===== config.mk =====
export PLATFORM = sky130hd
export DESIGN_NAME = mux2to1_arbiter
export DESIGN_NICKNAME = d
export VERILOG_FILES = /design/src/rtl/mux2to1_arbiter.sv
export SDC_FILE = /design/constraint.sdc
export NUM_CORES = 1
export LEC_CHECK = 0
export CORE_AREA = 4 4 41 43
export CTS_BUF_LIST = sky130_fd_sc_hd__clkbuf_2 sky130_fd_sc_hd__clkbuf_4 sky130_fd_sc_hd__clkbuf_8
export CTS_CLUSTER_DIAMETER = 50
export DETAILED_ROUTE_END_ITERATION = 8
export DIE_AREA = 0 0 45 47
export GPL_TIMING_DRIVEN = 1
export PLACE_DENSITY = 0.55
export SETUP_SLACK_MARGIN = 0.2
export SKIP_LAST_GASP = 1
export SLEW_MARGIN = 30
export SYNTH_ARGS = -nofsm -noshare
export SYNTH_HDL_FRONTEND = slang
export SYNTH_SLANG_ARGS = --single-unit

===== constraint.sdc =====
create_clock -name clk -period 2.1 [get_ports clk]
set_input_delay 0.315 -clock clk [delete_from_list [all_inputs] [get_ports clk]]
set_output_delay 0.315 -clock clk [all_outputs]
set_load 0.02 [all_outputs]

===== src/rtl/mux2to1_arbiter.sv =====
// Round-robin arbiter sharing one 2:1 data mux between two level-sensitive requesters.
// Optional build macro ARB_TIMEOUT_EN: forced hand-over after HOLD_MAX cycles under contention.
module mux2to1_arbiter #(
  parameter int W        = 1,
  parameter int HOLD_MAX = 8,
  parameter int CNT_W    = 4
) (
  input  logic         clk,
  input  logic         rst,
  input  logic         req0,
  input  logic         req1,
  input  logic [W-1:0] x,
  input  logic [W-1:0] y,
  output logic         gnt0,
  output logic         gnt1,
  output logic         s,
  output logic [W-1:0] m,
  output logic         busy,
  output logic         preempt,
  output logic [1:0]   dbg_state
);

  // Handshake: a requester holds reqN high for as long as it wants the channel;
  // gntN is asserted from the edge after the request is accepted until the edge
  // after reqN drops (or a forced hand-over). There is no back-pressure on m.

  typedef enum logic [1:0] {
    IDLE = 2'd0,
    GNT0 = 2'd1,
    GNT1 = 2'd2
  } state_t;

  state_t state, state_nxt;
  logic   last, last_nxt;
  logic   timeout_hit;

  always_ff @(posedge clk) begin
    if (rst) begin
      state <= IDLE;
      last  <= 1'b1;
    end else begin
      state <= state_nxt;
      last  <= last_nxt;
    end
  end

  always_comb begin
    state_nxt = state;
    last_nxt  = last;
    case (state)
      IDLE: begin
        if (req0 && req1) state_nxt = last ? GNT0 : GNT1;
        else if (req0)    state_nxt = GNT0;
        else if (req1)    state_nxt = GNT1;
      end
      GNT0: begin
        if (!req0)                     state_nxt = req1 ? GNT1 : IDLE;
        else if (req1 && timeout_hit)  state_nxt = GNT1;
      end
      GNT1: begin
        if (!req1)                     state_nxt = req0 ? GNT0 : IDLE;
        else if (req0 && timeout_hit)  state_nxt = GNT0;
      end
      default: state_nxt = IDLE;
    endcase
    if (state_nxt == GNT0 && state != GNT0) last_nxt = 1'b0;
    if (state_nxt == GNT1 && state != GNT1) last_nxt = 1'b1;
  end

`ifdef ARB_TIMEOUT_EN
  localparam logic [CNT_W-1:0] HOLD_LAST = CNT_W'(HOLD_MAX - 1);

  logic [CNT_W-1:0] count;
  logic             preempt_q;
  logic             preempt_nxt;

  assign timeout_hit = (count == HOLD_LAST);
  // Both requests high with the owner at its limit is exactly the forced hand-over case.
  assign preempt_nxt = timeout_hit && req0 && req1 && (state != IDLE);

  always_ff @(posedge clk) begin
    if (rst) begin
      count     <= '0;
      preempt_q <= 1'b0;
    end else begin
      preempt_q <= preempt_nxt;
      if (state_nxt != IDLE && state_nxt != state) count <= '0;
      else if (state != IDLE && count != HOLD_LAST) count <= count + 1'b1;
    end
  end

  assign preempt = preempt_q;
`else
  assign timeout_hit = 1'b0;
  assign preempt     = 1'b0;
`endif

  assign gnt0      = (state == GNT0);
  assign gnt1      = (state == GNT1);
  assign s         = (state == GNT1);
  assign busy      = (state == GNT0) || (state == GNT1);
  assign m         = s ? y : x;
  assign dbg_state = state;

endmodule


==> impl_metrics.toml <==
[grt]
grt_pass1_vias = 280
grt-ovfl-total = 0
grt_pass1_wl_mm = 1.242
grt_max_degree = 8
antenna_found_initial = 0
grtUsageTotal = 0.07886

[cells_and_area]
layout_common_cells = "clkdlybuf4s50_1 (8), ha_1 (5), clkbuf_4 (4), dlygate4sd2_1 (4), nor2_1 (3)"
fillers = 153
design_area_um2 = 454.2
mostFrequentLayoutCell = "clkdlybuf4s50_1"
drive_gt1_frac = 0.1569
fin_cells = 66
syn2layout_area_growth_pct = 53.81
finalNetCount = 63
diodes = 0

[synthesis]
netlist.top_cell.by_area = "ha_1"
syn_inst = 36
syn_nets = 47
synth_cell_type_count = 23
ys_warn_count = 0
yosys-top-cells-area = "ha_1 (21%), dfxtp_1 (20%), buf_4 (5.1%)"
ys_ff_latch = 3
ys_seq_area_frac = 0.2034
synth_top_area_share = 0.2119
avgSynthCellArea_um2 = 8.202
synth_area_um2 = 295.3

[worst_setup_path]
arrival_ps = 1490
start_kind = "flip-flop"
path_cells = "inv_1 -> ha_1 -> mux2_2 -> dlygate4sd2_1"
path_class = "reg -> out"
critical_path_required_ps = 1780
crit_path_end_kind = "output pin"
cp_slowest_cell = "dfxtp_2"
path_max_fanout = 5
cp_slowest_stage_delay_ps = 330

[clocking]
cts_buffer_depth = 2
clock-sinks = 3
cts_htree_levels = 1
clkTransAtPathRegs_ps = 40
clock_latency_ps = 230
postCtsHoldBufs = 0
cts-root-buf = "clkbuf_4"
tritoncts = "yes"
cts_buffers = 3

[route]
drt_first_pass_iters = 4
antenna_left = 0
vias = 300
post_drt_wl_per_cell_um = 11.79
first_iter_violations = 5
viasPerCell = 4.545
drc = 0
routed_wirelength_um = 778

[power]
p_leak_nw = 0.1976
vdd_drop_max_mv = 0.3404
power_density_nw_per_um2 = 844.9

[timing]
rsz0062_at_grt = "false"
skew_ps = 2.535
fin_ws_ps = 296.3
fin_setup_tns_ps = 0
fmax_mhz = 554.4
final_min_period_over_clock_period = 0.8589
fin_crit_ps = 1804
slew_viol_final = 0
hold_viol_final = 0
setup_viol = 0

[die]
start_util = 0.2269
die_h_um = 47
ios = 14
rows = 13
die-area_um2 = 2115
core-area_um2 = 1301
die_x_um = 45

[job]
maxCapViolCount = 0

[placed_design]
dp_cells = 62
dp_hpwl_um = 586.2
dpl_worst_slack_ps = 234.9
portBuffers = 12
placed_area_um2 = 426.7
gp_congestion = 0.7037

[hold_path]
min_path_type = "reg -> reg"

[run_status]
status = "finished, final reports clean"
state kept, by name (all words and copies together) (netlist names):
register	flops
dbg_state	2
last	1
layout make-up:
cell class	instances	area (um^2)	share of cell area
sequential	3	62.56	0.1377
inverter	2	7.507	0.01653
multi-input combinational	29	212.7	0.4683
tap	15	18.77	0.04132
clock buffer	4	30.03	0.06612
timing repair buffer	13	122.6	0.2700
cell usage after synthesis:
cell      instances
mux2_2            1
nor3_1            1
nand2b_1          1
buf_4             2
mux2i_1           1
a22oi_1           1
conb_1            1
a311o_1           1
inv_1             2
nor2_1            3
a21boi_1          1
or3_1             1
a31oi_1           1
nor2b_1           1
o21a_1            1
a21oi_1           2
o21ai_0           1
a211oi_1          1
o22ai_1           1
nand2_1           2
ha_1              5
nand3b_1          2
dfxtp_1           3
routing by layer:
layer  part of all wire  vias up  global-route usage
li1                   -      156                   -
met1               0.46      131              0.1063
met2               0.45       13              0.1243
met3              0.094        0             0.02299
met4                  0        0             0.01754
met5                  0        -                   0
cells by family after synthesis:
logic type	after synthesis	synth area share
adders and majority gates	5	0.2119
muxes	2	0.07203
and+or+nand+nor	11	0.1949
DFF	3	0.2034
other	1	0.01270
buffers and inverters	4	0.07627
AOI/OAI and AO/OA	10	0.2289
final timing paths:
path | from | to | slack, ps | cells past startpoint
min | last | last | 530 | 2
min reg2reg | last | last | 530 | 2
max reg2reg | dbg_state[1] | last | 450 | 6
max | dbg_state[0] | m | 300 | 4
per-stage QoR:
stage / hold WS [ps] / power (mW) / util
final: 534.1 / 0.3837 / 0.3490
after global routing: 550.7 / 0.4172 / 0.3490
after CTS: 535.8 / 0.3868 / 0.3471
after detailed placement: 527.4 / 0.2843 / 0.3279
after global placement: 506.8 / 0.2815 / 0.3279
after floorplan: 387.8 / 0.2080 / -
power by group:
group	internal, mW	switching [mW]
combinational	0.0867	0.101
clock	0.0838	0.0258
sequential	0.0724	0.0144
timing repair:
action                                 CTS  global route
setup endpoints to repair                4             2
buffers inserted                         0             0
endpoints found under the hold margin    0             0
gates resized for setup                  4             2
worst max-delay path: cells and delay by family, from the launching register on:
family                   cells  cell delay, ps
adder cells (fa/ha/maj)      1             190
buffers and inverters        2             410
flip-flops                   1             330
multiplexers                 1             330
Note: power is estimated with default switching activity, not from simulation.
